## config.mk

```make
export PLATFORM = sky130hd
export DESIGN_NAME = usb_cdr_os
export DESIGN_NICKNAME = d
export VERILOG_FILES = /design/src/rtl/usb_cdr_os.sv
export SDC_FILE = /design/constraint.sdc
export NUM_CORES = 1
export LEC_CHECK = 0
export BUFFER_PORTS_ARGS = -buffer_cell sky130_fd_sc_hd__buf_2
export CAP_MARGIN = 10
export CORE_MARGIN = 1.5
export CORE_UTILIZATION = 30
export DETAILED_ROUTE_END_ITERATION = 7
export SYNTH_ARGS = -nofsm -noshare
export SYNTH_HDL_FRONTEND = slang
export SYNTH_SLANG_ARGS = --single-unit
```

## constraint.sdc

```tcl
create_clock -name clk -period 4.8 [get_ports clk]
set_input_delay 0.24 -clock clk [delete_from_list [all_inputs] [get_ports clk]]
set_output_delay 0.24 -clock clk [all_outputs]
set_load 0.02 [all_outputs]
```

## src/rtl/usb_cdr_os.sv

```systemverilog
//------------------------------------------------------------------------------
// usb_cdr_os
//
// Oversampled Hogge-style clock/data recovery for the USB receive path.
// It runs from a single 48 MHz clock and handles low speed (1.5 Mb/s) and
// full speed (12 Mb/s), selected at run time. It retimes D+/D- onto a
// recovered bit phase, emits one strobe per bit, provides a synchronised
// copy of the raw line state and reports when the recovered phase is stable.
//
// Optional feature macro:
//   USB_CDR_GLITCH_FILTER_EN - when defined, the data path sees a bitwise
//   3-tap majority of the last three samples of d. This rejects
//   single-cycle glitches and adds two cycles of latency to q. When it is
//   not defined, the data path uses d directly and has no filter registers.
//
// Parameters:
//   OSR_LS    - clocks per bit in low speed (multiple of 4, >= 4)
//   OSR_FS    - clocks per bit in full speed (multiple of 4, >= 4)
//   LOCK_BITS - consecutive in-tolerance bit periods needed for locked
//   LOCK_TOL  - largest |dphase| at the adjust point counted as in-tolerance
//
// Ports:
//   clk        in   system clock, 48 MHz
//   reset_n    in   asynchronous active-low reset
//   fs         in   speed select: 1 = full speed, 0 = low speed
//   d          in   raw {D-, D+} from the PHY (bit 0 = D+)
//   q          out  retimed data, valid while strobe is high
//   line_state out  two-flop-synchronised raw {D-, D+}
//   strobe     out  one-cycle pulse per recovered bit
//   locked     out  recovered phase is stable
//------------------------------------------------------------------------------

// Line pair as seen by the PHY: bit 1 = D-, bit 0 = D+.
typedef logic [1:0] d_port_t;

module usb_cdr_os #(
    parameter int OSR_LS    = 32,
    parameter int OSR_FS    = 4,
    parameter int LOCK_BITS = 8,
    parameter int LOCK_TOL  = 1
) (
    input  logic    clk,
    input  logic    reset_n,
    input  logic    fs,
    input  d_port_t d,
    output d_port_t q,
    output d_port_t line_state,
    output logic    strobe,
    output logic    locked
);

    // Idle J state (D+ high, D- low).
    localparam d_port_t LINE_J = 2'b01;

    // Phase counter sizing. The extended width holds phase + 2 before the
    // modulo-N wrap and every sampling point for either speed.
    localparam int OSR_MAX = (OSR_LS > OSR_FS) ? OSR_LS : OSR_FS;
    localparam int PH_W    = $clog2(OSR_MAX);
    localparam int PX_W    = PH_W + 1;

    localparam logic [PX_W-1:0] N_LS   = PX_W'(OSR_LS);
    localparam logic [PX_W-1:0] N_FS   = PX_W'(OSR_FS);
    localparam logic [PX_W-1:0] PX_ONE = PX_W'(1);
    localparam logic [PX_W-1:0] PX_TWO = PX_W'(2);

    // Phase error accumulator: signed, saturating.
    localparam int DP_W = $clog2(OSR_LS) + 2;

    localparam logic signed [DP_W-1:0] DP_MAX  = {1'b0, {(DP_W-1){1'b1}}};
    localparam logic signed [DP_W-1:0] DP_MIN  = {1'b1, {(DP_W-1){1'b0}}};
    localparam logic signed [DP_W-1:0] DP_ZERO = '0;
    localparam logic signed [DP_W-1:0] DP_ONE  = DP_W'(1);
    localparam logic        [DP_W-1:0] DP_TOL  = DP_W'(LOCK_TOL);

    // Lock counter saturates at LOCK_BITS.
    localparam int LC_W = $clog2(LOCK_BITS + 1);

    localparam logic [LC_W-1:0] LOCK_MAX = LC_W'(LOCK_BITS);
    localparam logic [LC_W-1:0] LC_ONE   = LC_W'(1);

    //--------------------------------------------------------------------------
    // Arithmetic helpers
    //--------------------------------------------------------------------------

    // Saturating +1 on the phase error.
    function automatic logic signed [DP_W-1:0] sat_inc(
        input logic signed [DP_W-1:0] v
    );
        if (v == DP_MAX) begin
            return v;
        end
        return v + DP_ONE;
    endfunction

    // Saturating -1 on the phase error.
    function automatic logic signed [DP_W-1:0] sat_dec(
        input logic signed [DP_W-1:0] v
    );
        if (v == DP_MIN) begin
            return v;
        end
        return v - DP_ONE;
    endfunction

    // Magnitude of the phase error. Returned unsigned so that the most
    // negative value maps onto 2^(DP_W-1) instead of wrapping.
    function automatic logic [DP_W-1:0] dp_mag(
        input logic signed [DP_W-1:0] v
    );
        logic [DP_W-1:0] m;
        m = (v < DP_ZERO) ? -v : v;
        return m;
    endfunction

    // Modulo-N reduction for a phase that has gone at most N past the end.
    function automatic logic [PH_W-1:0] wrap_phase(
        input logic [PX_W-1:0] v,
        input logic [PX_W-1:0] n
    );
        logic [PX_W-1:0] r;
        r = (v >= n) ? (v - n) : v;
        return r[PH_W-1:0];
    endfunction

    // Bitwise 2-of-3 majority vote.
    function automatic d_port_t majority3(
        input d_port_t a,
        input d_port_t b,
        input d_port_t c
    );
        return (a & b) | (a & c) | (b & c);
    endfunction

    //--------------------------------------------------------------------------
    // Registers
    //--------------------------------------------------------------------------
    logic                   fs_q;
    logic [PH_W-1:0]        phase;
    logic signed [DP_W-1:0] dphase;
    logic [LC_W-1:0]        lock_cnt;
    d_port_t                d_shift1;
    d_port_t                d_shift2;
    d_port_t                line_sync_p0;
    d_port_t                line_sync_p1;

    // Data seen by the phase detector and the sampling flops.
    d_port_t                di;

    //--------------------------------------------------------------------------
    // Optional glitch filter on the data path
    //--------------------------------------------------------------------------
`ifdef USB_CDR_GLITCH_FILTER_EN
    d_port_t filt_p0;
    d_port_t filt_p1;
    d_port_t filt_p2;

    // filter stage boundary: three-deep history of d
    always_ff @(posedge clk or negedge reset_n) begin
        if (!reset_n) begin
            filt_p0 <= LINE_J;
            filt_p1 <= LINE_J;
            filt_p2 <= LINE_J;
        end else begin
            filt_p0 <= d;
            filt_p1 <= filt_p0;
            filt_p2 <= filt_p1;
        end
    end

    // An edge needs two of the three samples before it reaches di, so a
    // single-cycle pulse never gets through.
    assign di = majority3(filt_p0, filt_p1, filt_p2);
`else
    assign di = d;
`endif

    //--------------------------------------------------------------------------
    // Sampling points for the current speed
    //--------------------------------------------------------------------------
    logic [PX_W-1:0] n_cur;
    logic [PX_W-1:0] s1_pt;
    logic [PX_W-1:0] s2_pt;
    logic [PX_W-1:0] adj_pt;
    logic [PX_W-1:0] ph_ext;
    logic [PH_W-1:0] ph_inc1;
    logic [PH_W-1:0] ph_inc2;

    always_comb begin
        n_cur   = fs ? N_FS : N_LS;
        s1_pt   = n_cur >> 2;
        s2_pt   = s1_pt + (s1_pt << 1);
        // The adjust point follows S2 and wraps to 0 when S2 is the last phase.
        adj_pt  = ((s2_pt + PX_ONE) == n_cur) ? '0 : (s2_pt + PX_ONE);
        ph_ext  = {1'b0, phase};
        ph_inc1 = wrap_phase(ph_ext + PX_ONE, n_cur);
        ph_inc2 = wrap_phase(ph_ext + PX_TWO, n_cur);
    end

    logic at_s1;
    logic at_s2;
    logic at_adj;
    logic fs_chg;

    assign at_s1  = (ph_ext == s1_pt);
    assign at_s2  = (ph_ext == s2_pt);
    assign at_adj = (ph_ext == adj_pt);
    assign fs_chg = fs ^ fs_q;

    //--------------------------------------------------------------------------
    // Hogge phase detector on D+ only
    //--------------------------------------------------------------------------
    // down: the centre sample differs from the previous retimed bit, i.e.
    // the sampling phase sits late in the bit. up: live data already differs
    // from the centre sample, i.e. the phase sits early. Down wins a tie.
    logic down;
    logic up;

    assign down = (d_shift1[0] != d_shift2[0]);
    assign up   = (di[0] != d_shift1[0]);

    // Lock bookkeeping for the adjust point.
    logic            in_tol;
    logic [LC_W-1:0] lc_next;

    assign in_tol  = (dp_mag(dphase) <= DP_TOL);
    assign lc_next = (lock_cnt == LOCK_MAX) ? lock_cnt : (lock_cnt + LC_ONE);

    //--------------------------------------------------------------------------
    // Recovery core
    //--------------------------------------------------------------------------
    // core stage boundary: phase, phase error, lock and retimed data
    always_ff @(posedge clk or negedge reset_n) begin
        if (!reset_n) begin
            fs_q     <= 1'b0;
            phase    <= '0;
            dphase   <= '0;
            lock_cnt <= '0;
            locked   <= 1'b0;
            strobe   <= 1'b0;
            d_shift1 <= LINE_J;
            d_shift2 <= LINE_J;
        end else begin
            fs_q <= fs;
            if (fs_chg) begin
                // Speed change: restart the bit phase and lock acquisition.
                // The retimed data is kept so q does not glitch.
                phase    <= '0;
                dphase   <= '0;
                lock_cnt <= '0;
                locked   <= 1'b0;
                strobe   <= 1'b0;
            end else begin
                strobe <= at_s2;
                if (at_s1) begin
                    d_shift1 <= di;
                end
                if (at_s2) begin
                    d_shift2 <= d_shift1;
                end
                if (at_adj) begin
                    // This cycle's up/down are discarded; the accumulated
                    // error decides the step and the lock count.
                    dphase <= '0;
                    if (in_tol) begin
                        lock_cnt <= lc_next;
                        locked   <= (lc_next == LOCK_MAX);
                    end else begin
                        lock_cnt <= '0;
                        locked   <= 1'b0;
                    end
                    if (dphase > DP_ZERO) begin
                        phase <= ph_inc2;
                    end else if (dphase < DP_ZERO) begin
                        // Holding keeps phase on ADJ, so the next cycle is
                        // another adjust point with a cleared error and
                        // steps by one.
                        phase <= phase;
                    end else begin
                        phase <= ph_inc1;
                    end
                end else begin
                    phase <= ph_inc1;
                    if (down) begin
                        dphase <= sat_dec(dphase);
                    end else if (up) begin
                        dphase <= sat_inc(dphase);
                    end
                end
            end
        end
    end

    assign q = d_shift2;

    //--------------------------------------------------------------------------
    // Line-state synchroniser on raw d
    //--------------------------------------------------------------------------
    // sync stage boundary: two flops, independent of filter and phase
    always_ff @(posedge clk or negedge reset_n) begin
        if (!reset_n) begin
            line_sync_p0 <= LINE_J;
            line_sync_p1 <= LINE_J;
        end else begin
            line_sync_p0 <= d;
            line_sync_p1 <= line_sync_p0;
        end
    end

    assign line_state = line_sync_p1;

endmodule

```

==> results of run 1 <==
area by class of cell:
| class | count | area [sq um] |
|---|---|---|
| clock buffer | 3 | 41.3 |
| clock inverter | 1 | 7.51 |
| fill | 690 | 4500 |
| inverter | 11 | 41.3 |
| multi-input combinational | 170 | 1330 |
| sequential | 27 | 681 |
| tap | 80 | 100 |
| timing repair buffer | 11 | 60.1 |
synth_stat cells, types with 3 or more instances:
cell type	number
sky130_fd_sc_hd__a21o_1	5
sky130_fd_sc_hd__a21oi_1	10
sky130_fd_sc_hd__and2_1	5
sky130_fd_sc_hd__buf_2	3
sky130_fd_sc_hd__clkbuf_1	4
sky130_fd_sc_hd__dfrtp_1	23
sky130_fd_sc_hd__dfstp_2	4
sky130_fd_sc_hd__ha_1	19
sky130_fd_sc_hd__inv_1	11
sky130_fd_sc_hd__mux2_2	9
sky130_fd_sc_hd__mux2i_1	3
sky130_fd_sc_hd__nand2_1	15
sky130_fd_sc_hd__nand2b_1	4
sky130_fd_sc_hd__nand3_1	6
sky130_fd_sc_hd__nand3b_1	3
sky130_fd_sc_hd__nor2_1	10
sky130_fd_sc_hd__nor2b_1	4
sky130_fd_sc_hd__nor3_1	5
sky130_fd_sc_hd__nor3b_1	3
sky130_fd_sc_hd__o21ai_0	9
sky130_fd_sc_hd__o22ai_1	3
sky130_fd_sc_hd__o31ai_1	3
sky130_fd_sc_hd__xnor2_1	8
sky130_fd_sc_hd__xor2_1	4
through the flow:
| stage | hold WS, ps | instance area (sq um) |
|---|---|---|
| final | 72.4 | 2260 |
| after global routing | 64.9 | 2260 |
| after CTS | 74.5 | 2260 |
| after detailed placement | 290 | 2200 |
| after global placement | 287 | 2200 |
| after floorplan | -55.6 | 2090 |
metal layers:
| metal | vias up | track usage | part of all wire |
|---|---|---|---|
| met2 | 18 | 0.185 | 0.46 |
| met5 | - | 0 | 0 |
| met1 | 759 | 0.162 | 0.51 |
| li1 | 813 | - | - |
| met4 | 0 | 0.0132 | 0.0020 |
| met3 | 2 | 0.0229 | 0.024 |
worst max path at each step:
stage / from / endpoint
2_1_floorplan: q[0]$_DFFE_PN1P_ / dphase[6]$_DFFE_PN0P_
3_3_place_gp: q[0]$_DFFE_PN1P_ / dphase[6]$_DFFE_PN0P_
3_5_place_dp: q[0]$_DFFE_PN1P_ / dphase[6]$_DFFE_PN0P_
4_1_cts: q[0]$_DFFE_PN1P_ / dphase[6]$_DFFE_PN0P_
5_1_grt: q[0]$_DFFE_PN1P_ / dphase[6]$_DFFE_PN0P_
6_report: q[0]$_DFFE_PN1P_ / dphase[6]$_DFFE_PN0P_
critical path, stage by stage (launching register included):
cell,delay (ps)
sky130_fd_sc_hd__dfstp_2,580
sky130_fd_sc_hd__xor2_1,640
sky130_fd_sc_hd__inv_1,120
sky130_fd_sc_hd__fa_1,420
sky130_fd_sc_hd__nor2b_1,160
sky130_fd_sc_hd__o31a_1,180
sky130_fd_sc_hd__mux2i_1,100
sky130_fd_sc_hd__or4_1,470
sky130_fd_sc_hd__a21oi_1,150
state kept, by name (all words and copies together) (netlist names):
register,flops
lock_cnt,4
phase,5
strobe,1
line_sync_p0,2
fs_q,1
d_shift1,2
dphase,7
locked,1
q,2
line_state,2
repair_timing:
item / CTS / global route
hold endpoints to repair: 23 / 0
setup buffers: 0 / 0
hold buffers: 1 / 0
cells by family (layout without fill, tap and decap cells):
kind of cell               after synthesis  in the layout  share of synthesized area
AOI/OAI and AO/OA                       54             54                      0.199
xor gates and xnor gates                12             12                     0.0503
adders and majority gates               20             20                      0.123
buffers and inverters                   19             26                     0.0395
DFF                                     27             27                      0.326
muxes                                   12             12                     0.0629
and+or+nand+nor                         72             72                      0.199
report_power, final:
group,switching (mW),internal [mW],leakage (nW)
Sequential,0.0984,0.288,0.345
Clock,0.0755,0.0590,0.0217
Combinational,0.407,0.355,0.586
Total,0.580,0.702,0.952
==> impl_results.html, run 1 <==
<table>
<tr><th>Metric</th><th>Value</th></tr>
<tr><th colspan="2">Timing</th></tr>
<tr><td>Worst-case clock skew</td><td>9.85 ps</td></tr>
<tr><td>Worst setup margin</td><td>1900 ps</td></tr>
<tr><td>Final setup violation count</td><td>0</td></tr>
<tr><td>Count of final hold-check violations</td><td>0</td></tr>
<tr><td>Setup repair after global routing missed its margin</td><td>false</td></tr>
<tr><td>Max Freq</td><td>345 MHz</td></tr>
<tr><td>Setup TNS</td><td>0 ps</td></tr>
<tr><td>Normalized max-slew margin</td><td>0.311</td></tr>
<tr><td>Share of the cycle needed by the critical path after routing</td><td>0.605</td></tr>
<tr><td>Transition time at the pin with the least slew margin</td><td>1030 ps</td></tr>
<tr><td>Time the final worst path needs with I/O delays and setup</td><td>2900 ps</td></tr>
<tr><td>Number of max-slew violations in the final report</td><td>0</td></tr>
<tr><th colspan="2">Hold path</th></tr>
<tr><td>Launch instance of the worst min-delay path</td><td>d[1]</td></tr>
<tr><td>Min-delay worst type</td><td>primary input to flop</td></tr>
<tr><td>Cells on Worst Hold Path</td><td>1</td></tr>
<tr><td>Hold endpoint</td><td>line_sync_p0[1]$_DFF_PN0_</td></tr>
<tr><th colspan="2">Global route</th></tr>
<tr><td>Largest net degree at the start of global routing</td><td>28</td></tr>
<tr><td>Overall fraction of global-route tracks in use</td><td>0.114</td></tr>
<tr><td>First-pass GRT wire length</td><td>6960 um</td></tr>
<tr><td>Overflow left after global routing</td><td>0</td></tr>
<tr><td>Vias in the first global route</td><td>1520</td></tr>
<tr><td>Antenna violations before repair</td><td>0</td></tr>
<tr><th colspan="2">Final layout</th></tr>
<tr><td>Layout Utilization</td><td>0.334</td></tr>
<tr><td>Share of post-route cells with drive strength above 1</td><td>0.166</td></tr>
<tr><td>Most frequent cells in the layout</td><td>sky130_fd_sc_hd__dfrtp_1, sky130_fd_sc_hd__ha_1, sky130_fd_sc_hd__nand2_1</td></tr>
<tr><td>Post-layout nets</td><td>249</td></tr>
<tr><td>Final Instance Count excl. Fillers</td><td>303</td></tr>
<tr><td>Number of antenna repair diodes</td><td>0</td></tr>
<tr><td>Most common library cell in the layout ignoring fill and taps</td><td>sky130_fd_sc_hd__dfrtp_1</td></tr>
<tr><td>Area grow syn2layout</td><td>8.03%</td></tr>
<tr><th colspan="2">Clock network</th></tr>
<tr><td>CTS root buf</td><td>sky130_fd_sc_hd__clkbuf_8</td></tr>
<tr><td>Maximum clock path buffer count</td><td>2</td></tr>
<tr><td>Sink count of the clock tree</td><td>27</td></tr>
<tr><td>Clock transition at path regs</td><td>100 ps</td></tr>
<tr><td>Number of clock buffers inserted by TritonCTS</td><td>3</td></tr>
<tr><td>Post-cts gate resize count</td><td>0</td></tr>
<tr><td>Clock H-tree levels</td><td>1</td></tr>
<tr><td>Worst skew pair latency</td><td>280 ps</td></tr>
<tr><td>CTS tree</td><td>yes</td></tr>
<tr><th colspan="2">Worst setup path</th></tr>
<tr><td>Startpoint Class</td><td>flop</td></tr>
<tr><td>Path type of the worst setup path</td><td>flop to flop</td></tr>
<tr><td>Slack of the worst reg-to-reg path</td><td>1900 ps</td></tr>
<tr><td>Biggest fanout along the worst timing path</td><td>11</td></tr>
<tr><td>Critical path arrival</td><td>3120 ps</td></tr>
<tr><td>Worst reg2reg startpoint</td><td>q[0]$_DFFE_PN1P_</td></tr>
<tr><td>Worst R2R Path Depth</td><td>8</td></tr>
<tr><td>Worst reg2reg path endpoint</td><td>dphase[6]$_DFFE_PN0P_</td></tr>
<tr><td>Critical path endpoint category</td><td>flop</td></tr>
<tr><td>Required time at the worst-slack endpoint</td><td>5010 ps</td></tr>
<tr><th colspan="2">Yosys</th></tr>
<tr><td>Synthesis-stage register bit count</td><td>27</td></tr>
<tr><td>Primary flip-flop cell chosen by synthesis mapping</td><td>sky130_fd_sc_hd__dfrtp_1</td></tr>
<tr><td>Number of enable-type register cells in the synthesized netlist</td><td>0</td></tr>
<tr><td>Post-synthesis area per instance</td><td>9.67 sq um</td></tr>
<tr><td>Number of distinct library cells after synthesis</td><td>60</td></tr>
<tr><td>Cell count after synthesis</td><td>216</td></tr>
<tr><td>Post-synth ARST share</td><td>1.00</td></tr>
<tr><td>Synthesized netlist net count</td><td>241</td></tr>
<tr><td>Dominant cells by area after synthesis</td><td>sky130_fd_sc_hd__dfrtp_1, sky130_fd_sc_hd__ha_1, sky130_fd_sc_hd__dfstp_2</td></tr>
<tr><td>Yosys Warn Count</td><td>0</td></tr>
<tr><td>Area of the mapped netlist</td><td>2090 sq um</td></tr>
<tr><td>Synth area leader</td><td>sky130_fd_sc_hd__dfrtp_1</td></tr>
<tr><td>Share of synthesized area occupied by flip-flops and latches</td><td>0.326</td></tr>
<tr><td>Area share of the largest cell type after synthesis</td><td>0.276</td></tr>
<tr><th colspan="2">Floorplanning</th></tr>
<tr><td>Die area</td><td>7470 sq um</td></tr>
<tr><td>Core box area</td><td>6760 sq um</td></tr>
<tr><td>Number of cell rows</td><td>30</td></tr>
<tr><td>Die width</td><td>86.4 um</td></tr>
<tr><td>Initial standard-cell utilization of the core</td><td>0.309</td></tr>
<tr><td>Die H</td><td>86.4 um</td></tr>
<tr><td>IO Count</td><td>11</td></tr>
<tr><th colspan="2">Routing</th></tr>
<tr><td>Total length of routed wires</td><td>4010 um</td></tr>
<tr><td>Detailed-router iteration count before antenna repair</td><td>4</td></tr>
<tr><td>Via Count</td><td>1592</td></tr>
<tr><td>Number of antenna-violating nets in the routed design</td><td>0</td></tr>
<tr><td>Initial DRC Count</td><td>60</td></tr>
<tr><td>Vias per Instance</td><td>5.25</td></tr>
<tr><td>Total DRC errors in the routed layout</td><td>0</td></tr>
<tr><td>Average routed wire per standard cell</td><td>13.2 um</td></tr>
<tr><th colspan="2">Pwr</th></tr>
<tr><td>Max VDD drop</td><td>0.000167 V</td></tr>
<tr><td>Pwr Density</td><td>569 nW/um^2</td></tr>
<tr><td>PnR Total Power</td><td>1.28 mW</td></tr>
<tr><td>Static leakage</td><td>0.952 nW</td></tr>
<tr><th colspan="2">Place</th></tr>
<tr><td>Post-Place Cells</td><td>298</td></tr>
<tr><td>Final RePlAce weighted congestion</td><td>0.789</td></tr>
<tr><td>Pre-CTS setup slack</td><td>1960 ps</td></tr>
<tr><td>Post-DP HPWL</td><td>2980 um</td></tr>
<tr><td>I/O Buffers</td><td>10</td></tr>
<tr><th colspan="2">Run status</th></tr>
<tr><td>Result of the run</td><td>finished clean</td></tr>
<tr><th colspan="2">Run</th></tr>
<tr><td>Max-cap check violation count</td><td>0</td></tr>
</table>
No activity file was read; power rests on OpenSTA's default activity.
==> inputs of run 2 (changes only) <==
==> constraint.sdc (replaced) <==
create_clock -name clk -period 2.6 [get_ports clk]
set_input_delay 0.13 -clock clk [delete_from_list [all_inputs] [get_ports clk]]
set_output_delay 0.13 -clock clk [all_outputs]
set_load 0.02 [all_outputs]
==> run 2 against run 1 <==
  * Worst hold slack improved by 150 ps
  * Combinational power increased by 110%
  * Maximum frequency grew 18%
  * Clock skew decreased by 7.3 ps
  * Sequential share of layout area decreased by 1.8 points
  * Global-route usage is 1.4 points higher
  * Final area is 6.3% higher
  * Largest cell class unchanged
  * Highest routed layer unchanged
==> impl_results.html, run 2 (synthesis results as in run 1) <==
<table>
<tr><th>Metric</th><th>Value</th></tr>
<tr><th colspan="2">Run status</th></tr>
<tr><td>Result of the run</td><td>finished clean</td></tr>
<tr><th colspan="2">Routing</th></tr>
<tr><td>Vias per Instance</td><td>5.24</td></tr>
<tr><td>Total DRC errors in the routed layout</td><td>0</td></tr>
<tr><td>Initial DRC Count</td><td>39</td></tr>
<tr><td>Detailed-router iteration count before antenna repair</td><td>4</td></tr>
<tr><td>Via Count</td><td>1660</td></tr>
<tr><td>Total length of routed wires</td><td>4400 um</td></tr>
<tr><td>Average routed wire per standard cell</td><td>13.9 um</td></tr>
<tr><td>Number of antenna-violating nets in the routed design</td><td>0</td></tr>
<tr><th colspan="2">Clock network</th></tr>
<tr><td>CTS tree</td><td>yes</td></tr>
<tr><td>Worst skew pair latency</td><td>270 ps</td></tr>
<tr><td>Clock H-tree levels</td><td>1</td></tr>
<tr><td>Sink count of the clock tree</td><td>27</td></tr>
<tr><td>Maximum clock path buffer count</td><td>2</td></tr>
<tr><td>CTS root buf</td><td>sky130_fd_sc_hd__clkbuf_8</td></tr>
<tr><td>Number of clock buffers inserted by TritonCTS</td><td>3</td></tr>
<tr><td>Clock transition at path regs</td><td>100 ps</td></tr>
<tr><th colspan="2">Timing</th></tr>
<tr><td>Normalized max-slew margin</td><td>0.583</td></tr>
<tr><td>Hold Slack</td><td>219 ps</td></tr>
<tr><td>Time the final worst path needs with I/O delays and setup</td><td>2450 ps</td></tr>
<tr><td>Worst-case clock skew</td><td>2.57 ps</td></tr>
<tr><td>Setup TNS</td><td>0 ps</td></tr>
<tr><td>Number of max-slew violations in the final report</td><td>0</td></tr>
<tr><td>Count of final hold-check violations</td><td>0</td></tr>
<tr><td>Share of the cycle needed by the critical path after routing</td><td>0.943</td></tr>
<tr><td>Final setup violation count</td><td>0</td></tr>
<tr><td>Worst setup margin</td><td>147 ps</td></tr>
<tr><td>Max Freq</td><td>408 MHz</td></tr>
<tr><td>Transition time at the pin with the least slew margin</td><td>626 ps</td></tr>
<tr><td>Setup repair after global routing missed its margin</td><td>false</td></tr>
<tr><th colspan="2">Final layout</th></tr>
<tr><td>Multi-input gate area</td><td>1360 sq um</td></tr>
<tr><td>Area grow syn2layout</td><td>14.8%</td></tr>
<tr><td>Fill cell count</td><td>684</td></tr>
<tr><td>Post-layout nets</td><td>263</td></tr>
<tr><td>Top flop regs</td><td>dphase x7, phase x5, lock_cnt x4</td></tr>
<tr><td>Final design instance area without fill</td><td>2400 sq um</td></tr>
<tr><td>Most frequent cells in the layout</td><td>sky130_fd_sc_hd__dfrtp_1, sky130_fd_sc_hd__ha_1, sky130_fd_sc_hd__nand2_1</td></tr>
<tr><td>Largest register FFs</td><td>7</td></tr>
<tr><td>Final Instance Count excl. Fillers</td><td>317</td></tr>
<tr><td>Register containing the most flip-flops in the final layout</td><td>dphase</td></tr>
<tr><td>Combined flip-flop and latch cell area</td><td>681 sq um</td></tr>
<tr><td>Most common library cell in the layout ignoring fill and taps</td><td>sky130_fd_sc_hd__dfrtp_1</td></tr>
<tr><td>Number of antenna repair diodes</td><td>0</td></tr>
<tr><td>Layout Utilization</td><td>0.355</td></tr>
<tr><td>Share of post-route cells with drive strength above 1</td><td>0.228</td></tr>
<tr><th colspan="2">Place</th></tr>
<tr><td>I/O Buffers</td><td>10</td></tr>
<tr><td>Pre-CTS setup slack</td><td>87.1 ps</td></tr>
<tr><td>Final RePlAce weighted congestion</td><td>0.794</td></tr>
<tr><td>Post-Place Cells</td><td>308</td></tr>
<tr><td>Post-DP HPWL</td><td>3370 um</td></tr>
<tr><td>Post-detailed-placement cell area</td><td>2280 sq um</td></tr>
<tr><th colspan="2">Global route</th></tr>
<tr><td>First-pass GRT wire length</td><td>7760 um</td></tr>
<tr><td>Overall fraction of global-route tracks in use</td><td>0.128</td></tr>
<tr><td>Largest net degree at the start of global routing</td><td>28</td></tr>
<tr><td>Vias in the first global route</td><td>1593</td></tr>
<tr><td>Antenna violations before repair</td><td>0</td></tr>
<tr><td>Overflow left after global routing</td><td>0</td></tr>
<tr><th colspan="2">Floorplanning</th></tr>
<tr><td>Die width</td><td>86.4 um</td></tr>
<tr><td>Initial standard-cell utilization of the core</td><td>0.309</td></tr>
<tr><td>Number of cell rows</td><td>30</td></tr>
<tr><td>Core box area</td><td>6760 sq um</td></tr>
<tr><td>Die H</td><td>86.4 um</td></tr>
<tr><td>IO Count</td><td>11</td></tr>
<tr><td>Die area</td><td>7470 sq um</td></tr>
<tr><th colspan="2">Worst setup path</th></tr>
<tr><td>Critical path arrival</td><td>2600 ps</td></tr>
<tr><td>Required time at the worst-slack endpoint</td><td>2750 ps</td></tr>
<tr><td>Critical path endpoint category</td><td>flop</td></tr>
<tr><td>Startpoint Class</td><td>flop</td></tr>
<tr><td>Path type of the worst setup path</td><td>flop to flop</td></tr>
<tr><td>Biggest fanout along the worst timing path</td><td>4</td></tr>
<tr><th colspan="2">Pwr</th></tr>
<tr><td>PnR Total Power</td><td>2.55 mW</td></tr>
<tr><td>Static leakage</td><td>1.03 nW</td></tr>
<tr><td>Pwr Density</td><td>1060 nW/um^2</td></tr>
<tr><td>Max VDD drop</td><td>0.000671 V</td></tr>
<tr><th colspan="2">Hold path</th></tr>
<tr><td>Min-delay worst type</td><td>primary input to flop</td></tr>
<tr><th colspan="2">Run</th></tr>
<tr><td>Max-cap check violation count</td><td>0</td></tr>
</table>
run 2: layout make-up:
| class | instances | share of cell area |
|---|---|---|
| repair buffers | 25 | 0.0710 |
| multi-input cells | 170 | 0.567 |
| flip-flops and latches | 27 | 0.284 |
| inverters | 11 | 0.0172 |
| clock buffers | 3 | 0.0172 |
| clock inverters | 1 | 0.00209 |
| well taps | 80 | 0.0418 |
run 2: timing repair:
| item | in CTS | in global routing |
|---|---|---|
| buffers inserted | 0 | 2 |
| endpoints found under the hold margin | 25 | 0 |
| setup endpoints to repair | 0 | 2 |
| gates resized for setup | 0 | 6 |
| hold buffers | 3 | 0 |
run 2: worst paths after layout:
path                                                 from                       to  slack (ps)  cells after the start
worst min-delay path                                   fs           fs_q$_DFF_PN0_         220                      2
worst max register to register       phase[1]$_DFFE_PN0P_     phase[3]$_DFFE_PN0P_         150                      7
worst max-delay path                 phase[1]$_DFFE_PN0P_     phase[3]$_DFFE_PN0P_         150                      7
worst min register to register  line_sync_p0[1]$_DFF_PN0_  line_state[1]$_DFF_PN0_         360                      0
max in group asynchronous                         reset_n         q[1]$_DFFE_PN0P_        1780                      2
min in group asynchronous                         reset_n  lock_cnt[1]$_DFFE_PN0N_         400                      2
run 2: routing by layer:
metal / up-vias / global-route usage / part of all wire
met2: 11 / 0.205 / 0.47
met1: 802 / 0.187 / 0.51
met5: - / 0 / 0
met3: 4 / 0.0162 / 0.020
li1: 843 / - / -
met4: 0 / 0.0220 / 0.0057
run 2: power by group:
group          leakage [nW]  internal (mW)  switching [mW]  total, mW
sequential            0.345          0.534           0.151      0.685
clock                0.0255          0.107           0.136      0.243
combinational         0.658          0.779           0.844       1.62
total                  1.03           1.42            1.13       2.55
run 2: worst max-delay path: stages, from the launching register on:
cell and delay (ps):
sky130_fd_sc_hd__dfrtp_1 430, sky130_fd_sc_hd__ha_2 230, sky130_fd_sc_hd__and3_1 190, sky130_fd_sc_hd__ha_1 300, sky130_fd_sc_hd__and4_1 200, sky130_fd_sc_hd__o32a_1 360, sky130_fd_sc_hd__nor3b_1 150, sky130_fd_sc_hd__or4b_1 470
==> inputs of run 3 (changes only) <==
--- a/config.mk
+++ b/config.mk
@@ -7,9 +7,11 @@
 export LEC_CHECK = 0
 export BUFFER_PORTS_ARGS = -buffer_cell sky130_fd_sc_hd__buf_2
 export CAP_MARGIN = 10
+export CORE_ASPECT_RATIO = 0.7
 export CORE_MARGIN = 1.5
 export CORE_UTILIZATION = 30
 export DETAILED_ROUTE_END_ITERATION = 7
 export SYNTH_ARGS = -nofsm -noshare
 export SYNTH_HDL_FRONTEND = slang
 export SYNTH_SLANG_ARGS = --single-unit
+export TNS_END_PERCENT = 20
==> run 3 against run 2 <==
  * Clock skew up 3.3 ps
  * Power up 2.4%
  * Sequential share of layout area is 0.25 points lower
  * Critical path type unchanged
  * Global-route usage rose by 0.22 points
  * Maximum frequency is 1.8% lower
  * Largest cell class unchanged
  * Die area grew 0.11%
  * Non-clock buffer count stayed put
  * Combinational power is 5% higher
  * Critical path depth grew 2
==> impl_results.html, run 3 (synthesis results as in run 1) <==
<table>
<tr><th>Metric</th><th>Value</th></tr>
<tr><th colspan="2">Run status</th></tr>
<tr><td>Result of the run</td><td>finished clean</td></tr>
<tr><th colspan="2">Routing</th></tr>
<tr><td>Total DRC errors in the routed layout</td><td>0</td></tr>
<tr><td>Number of antenna-violating nets in the routed design</td><td>0</td></tr>
<tr><td>Via Count</td><td>1646</td></tr>
<tr><td>Average routed wire per standard cell</td><td>13.4 um</td></tr>
<tr><td>Total length of routed wires</td><td>4440 um</td></tr>
<tr><td>Vias per Instance</td><td>4.97</td></tr>
<tr><td>Detailed-router iteration count before antenna repair</td><td>4</td></tr>
<tr><td>Initial DRC Count</td><td>64</td></tr>
<tr><th colspan="2">Clock network</th></tr>
<tr><td>CTS root buf</td><td>sky130_fd_sc_hd__clkbuf_8</td></tr>
<tr><td>Worst skew pair latency</td><td>270 ps</td></tr>
<tr><td>Number of clock buffers inserted by TritonCTS</td><td>3</td></tr>
<tr><td>Sink count of the clock tree</td><td>27</td></tr>
<tr><td>Maximum clock path buffer count</td><td>2</td></tr>
<tr><td>Clock transition at path regs</td><td>100 ps</td></tr>
<tr><td>CTS tree</td><td>yes</td></tr>
<tr><td>Clock H-tree levels</td><td>1</td></tr>
<tr><th colspan="2">Hold path</th></tr>
<tr><td>Launch instance of the worst min-delay path</td><td>fs</td></tr>
<tr><td>Min-delay worst type</td><td>primary input to flop</td></tr>
<tr><td>Hold endpoint</td><td>fs_q$_DFF_PN0_</td></tr>
<tr><td>Cells on Worst Hold Path</td><td>1</td></tr>
<tr><th colspan="2">Worst setup path</th></tr>
<tr><td>Biggest fanout along the worst timing path</td><td>6</td></tr>
<tr><td>Worst reg2reg path endpoint</td><td>dphase[6]$_DFFE_PN0P_</td></tr>
<tr><td>Path type of the worst setup path</td><td>flop to flop</td></tr>
<tr><td>Slack of the worst reg-to-reg path</td><td>100 ps</td></tr>
<tr><td>Worst reg2reg startpoint</td><td>q[0]$_DFFE_PN1P_</td></tr>
<tr><td>Crit path cell chain</td><td>xor2_4 &gt; buf_4 &gt; buf_4 &gt; ha_1 &gt; o21a_1 &gt; o31a_1 &gt; mux2i_1 &gt; or4_1 &gt; a21oi_2</td></tr>
<tr><td>Startpoint Class</td><td>flop</td></tr>
<tr><td>CP max stage delay</td><td>610 ps</td></tr>
<tr><td>Required time at the worst-slack endpoint</td><td>2810 ps</td></tr>
<tr><td>Critical path arrival</td><td>2700 ps</td></tr>
<tr><td>Worst-path cell with the longest stage delay</td><td>sky130_fd_sc_hd__dfstp_2</td></tr>
<tr><td>Worst R2R Path Depth</td><td>9</td></tr>
<tr><td>Most frequent cell on the critical path</td><td>sky130_fd_sc_hd__buf_4</td></tr>
<tr><td>Critical path startpoint</td><td>q[0]$_DFFE_PN1P_</td></tr>
<tr><td>Critical path endpoint category</td><td>flop</td></tr>
<tr><th colspan="2">Timing</th></tr>
<tr><td>Share of the cycle needed by the critical path after routing</td><td>0.961</td></tr>
<tr><td>Number of max-slew violations in the final report</td><td>0</td></tr>
<tr><td>Setup repair after global routing missed its margin</td><td>true</td></tr>
<tr><td>Final setup violation count</td><td>0</td></tr>
<tr><td>Hold Slack</td><td>120 ps</td></tr>
<tr><td>Time the final worst path needs with I/O delays and setup</td><td>2500 ps</td></tr>
<tr><td>Worst-case clock skew</td><td>5.85 ps</td></tr>
<tr><td>Count of final hold-check violations</td><td>0</td></tr>
<tr><td>Max Freq</td><td>400 MHz</td></tr>
<tr><td>Normalized max-slew margin</td><td>0.577</td></tr>
<tr><td>Transition time at the pin with the least slew margin</td><td>635 ps</td></tr>
<tr><th colspan="2">Final layout</th></tr>
<tr><td>Number of antenna repair diodes</td><td>0</td></tr>
<tr><td>Area grow syn2layout</td><td>15.8%</td></tr>
<tr><td>Register containing the most flip-flops in the final layout</td><td>dphase</td></tr>
<tr><td>Final design instance area without fill</td><td>2420 sq um</td></tr>
<tr><td>Top flop regs</td><td>dphase x7, phase x5, lock_cnt x4</td></tr>
<tr><td>Most common library cell in the layout ignoring fill and taps</td><td>sky130_fd_sc_hd__dfrtp_1</td></tr>
<tr><td>Multi-input gate area</td><td>1360 sq um</td></tr>
<tr><td>Share of post-route cells with drive strength above 1</td><td>0.232</td></tr>
<tr><td>Combined flip-flop and latch cell area</td><td>681 sq um</td></tr>
<tr><td>Fill cell count</td><td>695</td></tr>
<tr><td>Largest register FFs</td><td>7</td></tr>
<tr><td>Most frequent cells in the layout</td><td>sky130_fd_sc_hd__dfrtp_1, sky130_fd_sc_hd__ha_1, sky130_fd_sc_hd__nand2_1</td></tr>
<tr><td>Post-layout nets</td><td>263</td></tr>
<tr><th colspan="2">Pwr</th></tr>
<tr><td>PnR Total Power</td><td>2.61 mW</td></tr>
<tr><td>Max VDD drop</td><td>0.000287 V</td></tr>
<tr><td>Pwr Density</td><td>1080 nW/um^2</td></tr>
<tr><td>Static leakage</td><td>1.03 nW</td></tr>
<tr><th colspan="2">Place</th></tr>
<tr><td>Post-DP HPWL</td><td>3350 um</td></tr>
<tr><td>I/O Buffers</td><td>10</td></tr>
<tr><td>Post-detailed-placement cell area</td><td>2280 sq um</td></tr>
<tr><td>Final RePlAce weighted congestion</td><td>0.797</td></tr>
<tr><th colspan="2">Floorplanning</th></tr>
<tr><td>Die H</td><td>72.8 um</td></tr>
<tr><td>Die width</td><td>103 um</td></tr>
<tr><td>Number of cell rows</td><td>25</td></tr>
<tr><td>IO Count</td><td>11</td></tr>
<tr><td>Initial standard-cell utilization of the core</td><td>0.309</td></tr>
<tr><td>Die area</td><td>7480 sq um</td></tr>
<tr><td>Core box area</td><td>6760 sq um</td></tr>
<tr><th colspan="2">Global route</th></tr>
<tr><td>Antenna violations before repair</td><td>0</td></tr>
<tr><td>Vias in the first global route</td><td>1599</td></tr>
<tr><td>Largest net degree at the start of global routing</td><td>28</td></tr>
<tr><td>Overflow left after global routing</td><td>0</td></tr>
<tr><td>First-pass GRT wire length</td><td>7580 um</td></tr>
<tr><td>Overall fraction of global-route tracks in use</td><td>0.130</td></tr>
<tr><th colspan="2">Run</th></tr>
<tr><td>Max-cap check violation count</td><td>0</td></tr>
</table>
-- run 3: cell types whose count changed in the layout (fill, tap and decap cells not counted) --
cell	before	now
sky130_fd_sc_hd__a21oi_2	0	1
sky130_fd_sc_hd__a21oi_1	10	9
-- run 3: metrics by stage --
stage / cells / setup slack (ps) / setup TNS (ps) / utilization
after CTS: 327 / 48.1 / 0 / 0.351
after detailed placement: 320 / 28.6 / 0 / 0.338
after global placement: 320 / 97.6 / 0 / 0.338
final: 331 / 103 / 0 / 0.358
after global routing: 331 / -20.9 / -20.9 / 0.358
after floorplan: 216 / 113 / 0 / -
-- run 3: cell type report --
cell class,instances,area share
multi-input cells,170,0.563
flip-flops and latches,27,0.281
repair buffers,25,0.0704
well taps,94,0.0486
clock buffers,3,0.0171
inverters,11,0.0171
clock inverters,1,0.00207
-- run 3: where the power goes --
part,switching [mW],internal [mW]
Combinational,0.893,0.808
Clock,0.132,0.107
Sequential,0.139,0.534
Total,1.16,1.45
-- run 3: worst max-delay path: cells and delay by family, from the launching register on --
family	cells	cell delay, ps
mux	1	100
fa+ha+maj	1	350
simple gates	1	500
flops	1	610
xor+xnor	1	110
compound gates	3	460
buf+inv	2	290
-- run 3: repair_timing --
item	CTS	global route
hold buffers	3	0
setup endpoints to repair	1	2
pin swaps	0	1
endpoints found under the hold margin	25	0
setup buffers	0	4
gates resized for setup	1	6
-- run 3: routing by layer --
| layer | share of wire | up-vias | GRT usage |
|---|---|---|---|
| met5 | 0 | - | 0 |
| met1 | 0.54 | 758 | 0.194 |
| met4 | 0.0077 | 0 | 0.0137 |
| li1 | - | 852 | - |
| met3 | 0.043 | 4 | 0.0345 |
| met2 | 0.41 | 32 | 0.194 |
-- run 3: how the worst max path moves through the flow --
stage / to / slack (ps) / cells after the start
2_1_floorplan: dphase[6]$_DFFE_PN0P_ / 110 / 8
3_3_place_gp: dphase[6]$_DFFE_PN0P_ / 100 / 8
3_5_place_dp: dphase[6]$_DFFE_PN0P_ / 30 / 8
4_1_cts: dphase[6]$_DFFE_PN0P_ / 50 / 8
5_1_grt: dphase[6]$_DFFE_PN0P_ / -20 / 9
6_report: dphase[6]$_DFFE_PN0P_ / 100 / 9
